<file path="config.mk">
export PLATFORM = sky130hd
export DESIGN_NAME = frequency_meter
export DESIGN_NICKNAME = d
export VERILOG_FILES = /design/src/rtl/counter_pkg.sv /design/src/rtl/bcd_digit.sv /design/src/rtl/frequency_meter.sv
export SDC_FILE = /design/constraint.sdc
export NUM_CORES = 1
export LEC_CHECK = 0
export BUFFER_PORTS_ARGS = -buffer_cell sky130_fd_sc_hd__clkbuf_2
export CORE_ASPECT_RATIO = 0.9
export CORE_MARGIN = 2
export CORE_UTILIZATION = 55
export CTS_BUF_LIST = sky130_fd_sc_hd__clkbuf_2
export DETAILED_ROUTE_END_ITERATION = 12
export GPL_TIMING_DRIVEN = 1
export HOLD_SLACK_MARGIN = 0.02
export PLACE_DENSITY = 0.82
export SLEW_MARGIN = 30
export SYNTH_ARGS = -nofsm -noshare
export SYNTH_HDL_FRONTEND = slang
export SYNTH_SLANG_ARGS = --single-unit
</file>
<file path="constraint.sdc">
create_clock -name CLK -period 2.1 [get_ports CLK]
set_clock_uncertainty 0.2 [all_clocks]
set_input_delay 0.105 -clock CLK [delete_from_list [all_inputs] [get_ports CLK]]
set_output_delay 0.105 -clock CLK [all_outputs]
set_load 0.01 [all_outputs]
</file>
<file path="src/rtl/counter_pkg.sv">
// Shared definitions for the frequency meter: FSM states,
// BCD digit width and gate window length.
package counter_pkg;

    typedef enum logic [1:0] {
        IDLE  = 2'd0,
        GATE  = 2'd1,
        LATCH = 2'd2
    } state_t;

    localparam int DIGIT_W = 4;

    function automatic int gate_cycles(input int clk_hz, input int gate_hz);
        return clk_hz / gate_hz;
    endfunction

endpackage

</file>
<file path="src/rtl/bcd_digit.sv">
// One decimal digit of the edge counter; wraps 9 -> 0 and
// raises carry for the next digit in the chain.
module bcd_digit
    import counter_pkg::*;
(
    input  logic               CLK,
    input  logic               RST,
    input  logic               clr,
    input  logic               inc,
    output logic [DIGIT_W-1:0] digit,
    output logic               carry
);

    logic at_nine;

    assign at_nine = (digit == DIGIT_W'(9));
    assign carry   = inc & at_nine;

    always_ff @(posedge CLK) begin
        if (RST || clr) begin
            digit <= '0;
        end else if (inc) begin
            digit <= at_nine ? '0 : digit + 1'b1;
        end
    end

endmodule

</file>
<file path="src/rtl/frequency_meter.sv">
// Counts rising edges of SIG over a gate window timed from CLK
// and presents the count as BCD, re-measuring while EN is high.
module frequency_meter
    import counter_pkg::*;
#(
    parameter int ClockFrequency = 1000000,
    parameter int GateFrequency  = 1,
    parameter int Digits         = 4
) (
    input  logic                      CLK,
    input  logic                      RST,
    input  logic                      EN,
    input  logic                      SIG,
    output logic [DIGIT_W*Digits-1:0] BCD,
    output logic                      Overflow,
    output logic                      Valid
);

    localparam int GATE_CYCLES = gate_cycles(ClockFrequency, GateFrequency);
    localparam int TW = (GATE_CYCLES > 1) ? $clog2(GATE_CYCLES) : 1;
    localparam logic [TW-1:0] LAST = TW'(GATE_CYCLES - 1);

    state_t state, next_state;

    logic s1, s2, s3;
    logic sig_edge;
    logic [TW-1:0] timer;
    logic sticky;
    logic [DIGIT_W*Digits-1:0] count;
    logic [Digits:0] carry;
    logic [Digits-1:0] nine;
    logic sat, gate_edge, cnt_inc, clr;
    logic carry_unused;

    always_ff @(posedge CLK) begin
        if (RST) begin
            s1 <= 1'b0;
            s2 <= 1'b0;
            s3 <= 1'b0;
        end else begin
            s1 <= SIG;
            s2 <= s1;
            s3 <= s2;
        end
    end

    assign sig_edge = s2 & ~s3;

    always_ff @(posedge CLK) begin
        if (RST) begin
            state <= IDLE;
        end else begin
            state <= next_state;
        end
    end

    // Dropping EN aborts the window even on its last cycle.
    always_comb begin
        next_state = state;
        unique case (state)
            IDLE: begin
                if (EN) next_state = GATE;
            end
            GATE: begin
                if (!EN) next_state = IDLE;
                else if (timer == LAST) next_state = LATCH;
            end
            LATCH: begin
                next_state = EN ? GATE : IDLE;
            end
            default: next_state = IDLE;
        endcase
    end

    always_ff @(posedge CLK) begin
        if (RST) begin
            timer <= '0;
        end else if (state == GATE && next_state == GATE) begin
            timer <= timer + 1'b1;
        end else begin
            timer <= '0;
        end
    end

    assign gate_edge = (state == GATE) & sig_edge;
    assign sat       = &nine;
    assign cnt_inc   = gate_edge & ~sat;
    assign clr       = (state != GATE);
    assign carry[0]  = cnt_inc;
    assign carry_unused = carry[Digits];

    genvar gi;
    generate
        for (gi = 0; gi < Digits; gi++) begin : g_digit
            bcd_digit u_digit (
                .CLK   (CLK),
                .RST   (RST),
                .clr   (clr),
                .inc   (carry[gi]),
                .digit (count[gi*DIGIT_W +: DIGIT_W]),
                .carry (carry[gi+1])
            );
            assign nine[gi] = (count[gi*DIGIT_W +: DIGIT_W] == DIGIT_W'(9));
        end
    endgenerate

    always_ff @(posedge CLK) begin
        if (RST || state != GATE) begin
            sticky <= 1'b0;
        end else if (gate_edge && sat) begin
            sticky <= 1'b1;
        end
    end

    always_ff @(posedge CLK) begin
        if (RST) begin
            BCD      <= '0;
            Overflow <= 1'b0;
            Valid    <= 1'b0;
        end else begin
            Valid <= (state == LATCH);
            if (state == LATCH) begin
                BCD      <= count;
                Overflow <= sticky;
            end
        end
    end

endmodule
</file>
# == After elaboration in Yosys (flattened, before gate mapping) ==
# Cells that the tools add are included.
# classes
addsub,5
eq_ne,9
n_mux,9
bitwise_logic,9
reduce_logical,6
# op_table
op,n
20-bit by 1-bit adder with 20-bit output (second input constant),1
20-bit equality test (second input constant),1
4-bit by 1-bit adder with 4-bit output (second input constant),4
4-bit equality test (second input constant),4
4-bit 2-to-1 mux,4
1-bit bitwise AND,6
2-bit 2-to-1 mux,3
2-bit case mux with 3 select lines,1
2-bit by 1-bit equality test with 1-bit output (second input constant),2
4-bit AND reduction,1
1-bit inverter,3
2-bit equality test (second input constant),1
1-bit logical AND,2
2-bit logical NOT,1
2-bit by 1-bit != test with 1-bit output (second input constant),1
2-bit OR reduction,1
1-bit logical OR,1
1-bit 2-to-1 mux,1
# word_totals
regBits,60
in_bits,4
output_inout_bits,18
wordCells,51

# == Longest topological paths before layout ==
# Gate-level depths: netlist of the first run.
# logic_depth
ltp_word,8
depth_mapped,6
ltp_nobuf,5

# == Modules after synthesis ==
# A second synthesis of the first run with hierarchy kept.
# unflattened
hier_cells,285
hier_area_um2,2549.9
# by_module_without_submodules
mod,n_inst,cells_per_inst,area_each_um2,seq_area_each_um2
frequency_meter,1,205,1779.2,880.8
bcd_digit,4,20,192.7,80.1

# == Worst setup path before layout of the first run ==
# OpenSTA, ideal clock, no wires.
# synth_path
kind,register to register
from,register timer[0]
to,register timer[18]
setup_time_ps,66
arrival_ps,1835
required_time_ps,1834
setup_slack_ps,-1
path_stages_with_launch,7
path_buffers,1
period_less_slack_ps,2101
cell_sequence,dfxtp_1 > ha_1 > nand2_1 > or4_1 > buf_2 > or4_4 > a21oi_2
# synth_via
elab_chain_len,8
word_cells_on_any_way,9
classes_between,add/sub (1); eq/ne (2); mux (3); bitwise (1); reduce/logical (2)
# synth_rtl
element,line_no,text
start: declaration,frequency_meter.sv:27,logic [TW-1:0] timer;
start signal: assignment,frequency_meter.sv:79,timer <= timer + 1'b1;
20-bit equality test,frequency_meter.sv:66,else if (timer == LAST) next_state = LATCH;
2-bit 2-to-1 mux,frequency_meter.sv:66,
2-bit 2-to-1 mux,frequency_meter.sv:65,if (!EN) next_state = IDLE;
2-bit case mux with 3 select lines,frequency_meter.sv:60,unique case (state)
2-bit by 1-bit equality test with 1-bit output,frequency_meter.sv:78,end else if (state == GATE && next_state == GATE) begin
1-bit logical AND,frequency_meter.sv:78,
1-bit inverter (no source line),--,
2-bit OR reduction (no source line),--,
# Parallel ways exist; a longest one is shown, timed or not.
# A chain may end at the register's enable or synchronous reset.

# == Worst setup path after layout of the first run ==
# layout_path
from,register timer[8]
to,register state[0]
# layout_via
elab_chain_len,4
# layout_rtl
element,line_no,text
20-bit equality test,frequency_meter.sv:66,
2-bit 2-to-1 mux,frequency_meter.sv:66,
2-bit 2-to-1 mux,frequency_meter.sv:65,
2-bit case mux with 3 select lines,frequency_meter.sv:60,
end signal: assignment,frequency_meter.sv:53,state <= next_state;
end: declaration,frequency_meter.sv:23,"state_t state, next_state;"
# No other way between the ends.

==> impl_metrics.json, run 1 <==
{
  "syn_nets": 303,
  "holdWs_ps": 257.5,
  "root_buffer": "clkbuf_2",
  "htree_num_levels": 3,
  "nets": 354,
  "portBuffers": 21,
  "die_w_um": 75.63,
  "worst_slack_ps": -14.02,
  "die_area_um2": 5178,
  "diodes": 0,
  "cp_data_required_time_ps": 2280,
  "firstDrtPassIters": 4,
  "yosys_warnings": 0,
  "status": "finished, violations left",
  "clock_latency_ps": 480,
  "synth_cell_types": 42,
  "vias": 2260,
  "avgViaCountPerCell": 5.433,
  "maxCapViolations": 0,
  "syn_area_um2": 2540,
  "p_total_mw": 1.746,
  "rsz0062_at_grt": "true",
  "grt_use_total_pct": 24.32,
  "worst_setup_path_end_kind": "register",
  "fmax_mhz": 473.0,
  "hold_viol": 0,
  "cts_buffers": 9,
  "fin_util_pct": 68.92,
  "drtIter0Drc": 106,
  "clk_pin_slew_ps": 160,
  "cp_slowest_cell": "or4b_4",
  "grt_first_pass_wirelength_um": 9308,
  "relSlewSlack_pct": 67.96,
  "slew_viol_final": 0,
  "overflow": 0,
  "worst-path-buf-inv": 1,
  "violations": "negative setup slack",
  "tritoncts": "yes",
  "power.leakage_nw": 1.067,
  "synth_seq_cells": 60,
  "final_cells": 416,
  "finish.instance_area_um2": 3074,
  "setup_viol": 1,
  "ant_nets": 0,
  "die_h_um": 68.47,
  "drc": 0,
  "path_class": "register to register",
  "critPathMaxFanout": 2,
  "ios": 22,
  "synthCells": 298,
  "tns_ps": -14.02,
  "placed_cells": 394,
  "peakVddDrop_v": 0.0004029,
  "place_congestion": 0.8627,
  "start_util_pct": 56.94,
  "dp_worst_setup_slack_ps": -5.353,
  "period_share_pct": 100.7,
  "syn_avg_cell_area_um2": 8.523,
  "core_um2": 4461,
  "crit_chain": "or4b_4 -> or4_4 -> buf_4 -> o21bai_1 -> a21oi_1",
  "grt_pass1_vias": 2086,
  "area_growth_pct": 21.03,
  "routed_wl_um": 5726,
  "rows": 23,
  "clk_path_buf_depth": 2,
  "tightestPinTransition_ps": 480.6,
  "max_stage_delay_ps": 520,
  "final.min_clock_period_ps": 2114,
  "drive_gt1_share_pct": 22.03,
  "post_drt_wl_per_cell_um": 13.76,
  "holdCritPathClass": "register to register",
  "clock-sinks": 60,
  "cp_top_family": "simple AND/OR/NAND/NOR gates",
  "dpl.hpwl_um": 3853,
  "antenna_found_initial": 0,
  "power_density_nw_per_um2": 568.0,
  "ys_seq_area_share_pct": 47.29,
  "crit_arrival_ps": 2300,
  "place_area_um2": 2868,
  "start_kind": "register",
  "grt_start_max_net_pins": 18
}
==> layout make-up <==
cell class / instances / area, um^2
Inverter: 11 / 41.29
Sequential cell: 60 / 1210
Clock buffer: 12 / 60.06
Fill cell: 361 / 1386
Clock inverter: 4 / 16.27
Tap cell: 62 / 77.57
Multi-Input combinational cell: 214 / 1296
Timing Repair Buffer: 53 / 372.9
==> cells in the mapped netlist <==
library cell / instances / area [um^2]
a211oi_1: 2 / 15.01
a21oi_1: 32 / 160.2
a21oi_2: 1 / 8.760
a31o_1: 2 / 17.52
a31oi_1: 2 / 12.51
and2_1: 1 / 6.260
and3_1: 1 / 6.260
and4_1: 1 / 8.760
buf_1: 1 / 3.750
buf_2: 3 / 15.01
clkbuf_1: 9 / 33.78
dfxtp_1: 60 / 1201
ha_1: 1 / 12.51
inv_1: 11 / 41.29
mux2i_1: 5 / 50.05
nand2_1: 44 / 165.2
nand2b_1: 6 / 37.54
nand3_1: 11 / 55.05
nand3b_1: 1 / 7.510
nand4_1: 9 / 56.30
nand4_4: 1 / 21.27
nand4bb_1: 2 / 22.52
nor2_1: 24 / 90.09
nor2b_1: 6 / 37.54
nor3_1: 5 / 25.02
nor3b_1: 3 / 22.52
nor4_1: 1 / 6.260
nor4bb_1: 5 / 50.05
o21a_1: 1 / 7.510
o21ai_0: 10 / 50.05
o21ai_1: 1 / 5.000
o21bai_1: 1 / 7.510
o22ai_1: 1 / 6.260
o311a_1: 1 / 10.01
o31ai_1: 4 / 30.03
or3_1: 6 / 37.54
or3b_1: 1 / 8.760
or4_1: 7 / 52.55
or4_4: 1 / 11.26
or4b_1: 1 / 10.01
xnor2_1: 9 / 78.83
xor2_1: 4 / 35.03
==> what timing repair did <==
| action | 4_1_cts | 5_1_grt |
|---|---|---|
| buffers inserted | 0 | 1 |
| endpoints found under the setup margin | 18 | 24 |
| endpoints found under the hold margin | 43 | 0 |
| gates resized for setup | 4 | 16 |
| hold buffers | 5 | 0 |
| pin swaps | 0 | 4 |
==> cells by family after synthesis <==
kind of cell	after synthesis	share of synthesized area [%]
and+or+nand+nor	137	29.06
DFF	60	47.29
AOI/OAI and AO/OA	58	13.01
buffers and inverters	24	3.694
xor gates and xnor gates	13	4.483
muxes	5	1.971
adders and majority gates	1	0.4925
==> power by group <==
part | internal, mW | switching (mW)
Clock | 0.158 | 0.400
Combinational | 0.0205 | 0.0231
Sequential | 1.14 | 0.00268
Total | 1.32 | 0.425
==> registers in the layout, summed over array words and instances (netlist names) <==
register	flops
BCD	16
s2	1
sticky	1
s1	1
state	2
s3	1
Overflow	1
g_digit.u_digit.digit	16
Valid	1
timer	20
==> metal layers <==
| layer | part of all wire, % | global-route usage [%] |
|---|---|---|
| met4 | 1.4 | 10.75 |
| met3 | 4.6 | 7.658 |
| met1 | 47 | 31.37 |
| met5 | 0 | 0 |
| met2 | 47 | 37.28 |
==> placed cells by master, fill, tap and decap left out, types with 2 or more instances in the layout <==
master and n:
a211oi_1 2, a21oi_1 31, a21oi_2 2, a31o_1 2, a31oi_1 2, buf_4 24, buf_6 2, clkbuf_2 33
clkinv_1 3, dfxtp_1 55, dfxtp_2 4, dlygate4sd3_1 5, inv_1 11, mux2i_1 5, nand2_1 43, nand2b_1 6
nand3_1 11, nand4_1 9, nand4bb_1 2, nor2_1 24, nor2b_1 6, nor3_1 5, nor3b_1 3, nor4bb_1 4
o21ai_0 10, o31ai_1 4, or3_1 6, or4_1 4, or4_4 4, xnor2_1 9, xor2_1 4
==> path summary, 6_finish.rpt <==
check	slack (ps)	startpoint	endpoint	depth (start not counted)
setup reg to reg	-10	timer[8]	state[0]	5
setup / recovery	-10	timer[8]	state[0]	5
hold reg to reg	260	s1	s2	1
hold / removal	260	s1	s2	1
(Power assumes the default switching activity.)
==> run 2, diff against run 1 <==
--- a/config.mk
+++ b/config.mk
@@ -5,15 +5,17 @@
 export SDC_FILE = /design/constraint.sdc
 export NUM_CORES = 1
 export LEC_CHECK = 0
+export ABC_AREA = 1
 export BUFFER_PORTS_ARGS = -buffer_cell sky130_fd_sc_hd__clkbuf_2
 export CORE_ASPECT_RATIO = 0.9
 export CORE_MARGIN = 2
-export CORE_UTILIZATION = 55
+export CORE_UTILIZATION = 56
 export CTS_BUF_LIST = sky130_fd_sc_hd__clkbuf_2
+export CTS_CLUSTER_SIZE = 30
 export DETAILED_ROUTE_END_ITERATION = 12
 export GPL_TIMING_DRIVEN = 1
 export HOLD_SLACK_MARGIN = 0.02
-export PLACE_DENSITY = 0.82
+export PLACE_DENSITY = 0.83
 export SLEW_MARGIN = 30
 export SYNTH_ARGS = -nofsm -noshare
 export SYNTH_HDL_FRONTEND = slang
==> run 2 against run 1 <==
Effect of this change: the run now ends clean; combinational power shrank 5.0%; total power shrank 2.1%; highest routed layer unchanged; count of clock-buffer cells in the layout shrank 2; largest cell class unchanged; clock power shrank 6.5%; core utilization shrank 5.9 points; fmax grew 11%; setup slack gained 210 ps.
==> impl_metrics.json, run 2 <==
{
  "drive_gt1_share_pct": 13.58,
  "yosys_warnings": 0,
  "maxCapViolations": 0,
  "slew_viol_final": 0,
  "portBuffers": 21,
  "grtUsageMet1_pct": 30.02,
  "critPathMaxFanout": 8,
  "cp_slowest_cell": "dfxtp_1",
  "cp_common_cell": "nand4_1",
  "timing.rr.end": "timer[15]",
  "antenna_found_initial": 0,
  "hp-start": "RST",
  "dpl.hpwl_um": 3870,
  "rr_startpoint": "timer[0]",
  "ios": 22,
  "clk_path_buf_depth": 2,
  "grt_use_met2_pct": 32.95,
  "p_seq_share_pct": 67.0,
  "switchingPower_uw": 411.7,
  "holdCritPathClass": "primary input to register",
  "peakVddDrop_v": 0.0004766,
  "period_share_pct": 90.62,
  "p_comb_share_pct": 2.4,
  "path_class": "register to register",
  "synthCells": 368,
  "dp_worst_setup_slack_ps": 209.6,
  "synth-async-reset-ratio_pct": 0,
  "use_met3_pct": 7.752,
  "grt_use_total_pct": 22.14,
  "power.leakage_nw": 1.109,
  "drc": 0,
  "power_density_nw_per_um2": 567.8,
  "reg_top3": "timer (20), BCD (16), g_digit.u_digit.digit (16)",
  "cts_setup_buffers": 0,
  "grt_pass1_vias": 2125,
  "max_stage_delay_ps": 360,
  "fmax_mhz": 525.5,
  "internal_power_mw": 1.297,
  "avgViaCountPerCell": 5.098,
  "place_congestion": 0.8635,
  "syn_avg_cell_area_um2": 7.388,
  "busiest_layer": "met2",
  "switching_share_pct": 24.09,
  "p_total_mw": 1.709,
  "diodes": 0,
  "ys_seq_area_share_pct": 44.18,
  "place_area_um2": 2899,
  "die_w_um": 77.45,
  "cp_data_required_time_ps": 2310,
  "setup_viol": 0,
  "layout_common_cells": "68 x nor2_1, 60 x dfxtp_1, 56 x nand2_1",
  "yosysTopAreaCell": "dfxtp_1",
  "fillers": 410,
  "cts_buffers": 9,
  "hold_end": "s3",
  "vias": 2396,
  "overflow": 0,
  "rsz0062_at_grt": "false",
  "syn_nets": 373,
  "multi_input_area_um2": 1294,
  "die_area_um2": 5429,
  "placed_cells": 451,
  "grt_first_pass_wirelength_um": 9466,
  "synth_edf_count": 0,
  "final_cells": 470,
  "nets": 406,
  "start_kind": "register",
  "area_growth_pct": 10.68,
  "r2r_cells": 7,
  "clock-sinks": 60,
  "clk_pin_slew_ps": 150,
  "final_common_cell": "nor2_1",
  "ant_nets": 0,
  "crit_arrival_ps": 2120,
  "post_drt_wl_per_cell_um": 11.57,
  "finish.instance_area_um2": 3009,
  "relSlewSlack_pct": 76.60,
  "yosys-top-cells-area": "dfxtp_1 44%, nor2_1 9.4%, nand2_1 7.7%",
  "synth_cell_types": 26,
  "regMostFlops": "timer",
  "routed_wl_um": 5440,
  "start_util_pct": 56.94,
  "clkPwrFrac_pct": 30.6,
  "min_path_cells": 3,
  "final.min_clock_period_ps": 1903,
  "crit_chain": "ha_1 -> nand3_1 -> inv_1 -> nand4_1 -> nand4_1 -> buf_4 -> nor2_1",
  "root_buffer": "clkbuf_2",
  "synth_flop_cell": "dfxtp_1",
  "tightestPinTransition_ps": 348.3,
  "rows": 24,
  "yosys.cell_count.top_type": "nor2_1",
  "syn_area_um2": 2719,
  "regArea_um2": 1201,
  "tns_ps": 0,
  "worst_setup_path_end_kind": "register",
  "grt_start_max_net_pins": 31,
  "yosysTopAreaCellShare_pct": 44.18,
  "worst_slack_ps": 197.1,
  "die_h_um": 70.10,
  "firstDrtPassIters": 4,
  "r2r_slack_ps": 200,
  "tritoncts": "yes",
  "drtIter0Drc": 163,
  "largest_register_ffs": 20,
  "status": "finished clean",
  "htree_num_levels": 3,
  "hold_viol": 0,
  "synthTopCellsByCount": "68 x nor2_1, 60 x dfxtp_1, 56 x nand2_1",
  "core_um2": 4775,
  "synth_seq_cells": 60,
  "clock_latency_ps": 480
}
[run 2: changes by cell type in the layout (fill, tap and decap cells not counted), sizes merged, moves of 6 or more]
cell	change
buf	-21
inv	+35
nand2	+16
or3	-6
xor2	+9
nand2b	-6
o21ai	+19
a21oi	-7
or4	-8
nor2b	-6
nor2	+50
[run 2: per-layer routing]
layer / wire [um] / vias to the layer above
met4: 75 / 0
li1: - / 1244
met1: 2644 / 1086
met2: 2452 / 60
met3: 266 / 6
met5: 0 / -
[run 2: layout make-up]
cell class              instances  share of cell area (%)
clock buffers                  10                   1.663
multi-input cells             253                   42.99
clock inverters                 5                  0.6653
inverters                      46                   5.738
flip-flops and latches         60                   39.92
repair buffers                 31                   6.320
well taps                      65                   2.703
[run 2: what timing repair did]
action,4_1_cts,5_1_grt
setup endpoints to repair,0,0
endpoints found under the hold margin,38,0
gates resized for setup,0,0
hold buffers,4,0
[run 2: power groups by stage]
stage	clock [mW]	sequential, mW	combinational (mW)
2_1_floorplan	0	1.17	0.0220
3_3_place_gp	0	1.17	0.0343
3_5_place_dp	0	1.17	0.0352
4_1_cts	0.543	1.15	0.0410
5_1_grt	0.576	1.15	0.0457
6_report	0.522	1.15	0.0414
[run 2: worst max-delay path by stage]
stage / from / endpoint / slack (ps) / depth (start not counted)
after floorplan: timer[0] / timer[18] / 530 / 7
final: timer[0] / timer[15] / 200 / 7
after detailed placement: timer[0] / timer[7] / 210 / 7
after CTS: timer[0] / timer[15] / 180 / 7
after global routing: timer[0] / timer[15] / 2 / 7
after global placement: timer[0] / timer[15] / 300 / 7
[run 2: per-stage QoR]
| step | hold WS, ps | utilization (%) |
|---|---|---|
| 2_1_floorplan | -23.82 | - |
| 3_3_place_gp | 97.49 | 60.72 |
| 3_5_place_dp | 104.1 | 60.72 |
| 4_1_cts | 166.8 | 63.02 |
| 5_1_grt | 179.3 | 63.02 |
| 6_report | 203.5 | 63.02 |
[run 2: critical path, delay by kind of cell, from the launching register on]
family        cells  cell delay (ps)
buf+inv           2              380
simple gates      4              660
fa+ha+maj         1              260
flops             1              360
[run 2: logic make-up after synthesis]
logic type      synth area share [%]
simple gates                   30.42
flops                          44.18
compound gates                 10.58
buf+inv                        8.237
xor+xnor                       6.121
fa+ha+maj                     0.4601
==> run 3, diff against run 2 <==
--- a/config.mk
+++ b/config.mk
@@ -10,7 +10,7 @@
 export CORE_ASPECT_RATIO = 0.9
 export CORE_MARGIN = 2
 export CORE_UTILIZATION = 56
-export CTS_BUF_LIST = sky130_fd_sc_hd__clkbuf_2
+export CTS_BUF_LIST = sky130_fd_sc_hd__clkbuf_4
 export CTS_CLUSTER_SIZE = 30
 export DETAILED_ROUTE_END_ITERATION = 12
 export GPL_TIMING_DRIVEN = 1
@@ -20,3 +20,4 @@
 export SYNTH_ARGS = -nofsm -noshare
 export SYNTH_HDL_FRONTEND = slang
 export SYNTH_SLANG_ARGS = --single-unit
+export TNS_END_PERCENT = 1
==> run 3 against run 2 <==
Effect of this change: clock power rose by 19%; wire length is 0.46% higher; global-route usage grew 0.083 points; final cell count unchanged; via count increased by 1.2%; flip-flop and latch count unchanged; sequential power hardly changed; count of clock-buffer cells in the layout did not move; register-to-register slack is essentially flat; total power increased by 5.6%; worst hold slack improved by 4.6 ps; core utilization is 0.52 points higher; critical path type unchanged; largest cell class unchanged.
==> impl_metrics.json, run 3 (synthesis results as in run 2) <==
{
  "firstDrtPassIters": 5,
  "overflow": 0,
  "maxCapViolations": 0,
  "avgViaCountPerCell": 5.157,
  "peakVddDrop_v": 0.0005383,
  "reg_top3": "timer (20), BCD (16), g_digit.u_digit.digit (16)",
  "ant_nets": 0,
  "diodes": 0,
  "status": "finished clean",
  "start_kind": "register",
  "busiest_layer": "met2",
  "die_area_um2": 5429,
  "rows": 24,
  "path_class": "register to register",
  "clock_latency_ps": 410,
  "place_congestion": 0.8635,
  "fillers": 402,
  "worst_setup_path_end_kind": "register",
  "die_h_um": 70.10,
  "drc": 0,
  "cts_buffers": 9,
  "core_um2": 4775,
  "hold_viol": 0,
  "nets": 406,
  "clk_path_buf_depth": 2,
  "slew_viol_final": 0,
  "grt_use_total_pct": 22.23,
  "routed_wl_um": 5465,
  "placed_cells": 451,
  "period_share_pct": 90.15,
  "clock-sinks": 60,
  "start_util_pct": 56.94,
  "final_common_cell": "nor2_1",
  "rsz0062_at_grt": "false",
  "die_w_um": 77.45,
  "tightestPinTransition_ps": 343.6,
  "grt_first_pass_wirelength_um": 9528,
  "htree_num_levels": 3,
  "ios": 22,
  "fmax_mhz": 528.2,
  "crit_arrival_ps": 1990,
  "largest_register_ffs": 20,
  "use_met3_pct": 8.269,
  "grt_pass1_vias": 2133,
  "tns_ps": 0,
  "root_buffer": "clkbuf_4",
  "relSlewSlack_pct": 76.92,
  "multi_input_area_um2": 1294,
  "regArea_um2": 1201,
  "power_density_nw_per_um2": 594.5,
  "grt_use_met2_pct": 33.24,
  "antenna_found_initial": 0,
  "holdCritPathClass": "register to register",
  "tritoncts": "yes",
  "clk_pin_slew_ps": 80,
  "final.min_clock_period_ps": 1893,
  "final_cells": 470,
  "portBuffers": 21,
  "cts_setup_buffers": 0,
  "power.leakage_nw": 1.114,
  "setup_viol": 0,
  "dpl.hpwl_um": 3870,
  "area_growth_pct": 11.60,
  "regMostFlops": "timer",
  "post_drt_wl_per_cell_um": 11.63,
  "drive_gt1_share_pct": 13.58,
  "cp_data_required_time_ps": 2190,
  "vias": 2424,
  "layout_common_cells": "68 x nor2_1, 60 x dfxtp_1, 56 x nand2_1",
  "grt_start_max_net_pins": 31,
  "drtIter0Drc": 237,
  "holdWs_ps": 208.2,
  "grtUsageMet1_pct": 30.19,
  "critPathMaxFanout": 8
}
==> run 3: metal layers <==
metal | routed length (um) | vias up
met5 | 0 | -
met3 | 303 | 8
met4 | 68 | 0
met1 | 2662 | 1113
met2 | 2431 | 57
li1 | - | 1246
==> run 3: cell type report <==
cell class | count | share of cell area (%)
clock buffer | 10 | 2.474
timing repair buffer | 31 | 6.268
multi-input combinational | 253 | 42.64
clock inverter | 5 | 0.6598
tap | 65 | 2.680
sequential | 60 | 39.59
inverter | 46 | 5.691
==> run 3: what timing repair did <==
action | CTS | global route
gates resized for setup | 0 | 0
hold endpoints to repair | 7 | 0
hold buffers | 4 | 0
==> run 3: final timing paths <==
path                             endpoint  cells past startpoint  slack (ps)     start
worst min register to register         s2                      2         210        s1
worst max register to register  timer[17]                      7         210  timer[0]
worst min-delay path                   s2                      2         210        s1
worst max-delay path            timer[17]                      7         210  timer[0]
==> run 3: through the flow <==
stage	setup slack (ps)	total power, mW	instance area, um^2	util (%)
finish	206.9	1.804	3034	63.55
global route	13.61	1.867	3034	63.55
CTS	194.6	1.824	3034	63.55
detailed placement	209.6	1.205	2899	60.72
global placement	299.0	1.204	2899	60.72
floorplan	527.2	1.191	2719	-
==> run 3: power by group <==
part | switching, mW | leakage, nW | internal (mW)
combinational | 0.0250 | 0.574 | 0.0167
sequential | 0.00257 | 0.484 | 1.14
clock | 0.386 | 0.0562 | 0.233
==> run 3: critical path, cell delays in order, from the launching register on <==
cell and delay, ps:
dfxtp_1 370, ha_1 250, nand3_1 160, inv_1 140, nand4_1 130, nand4_1 260, buf_4 220, nor2_1 40
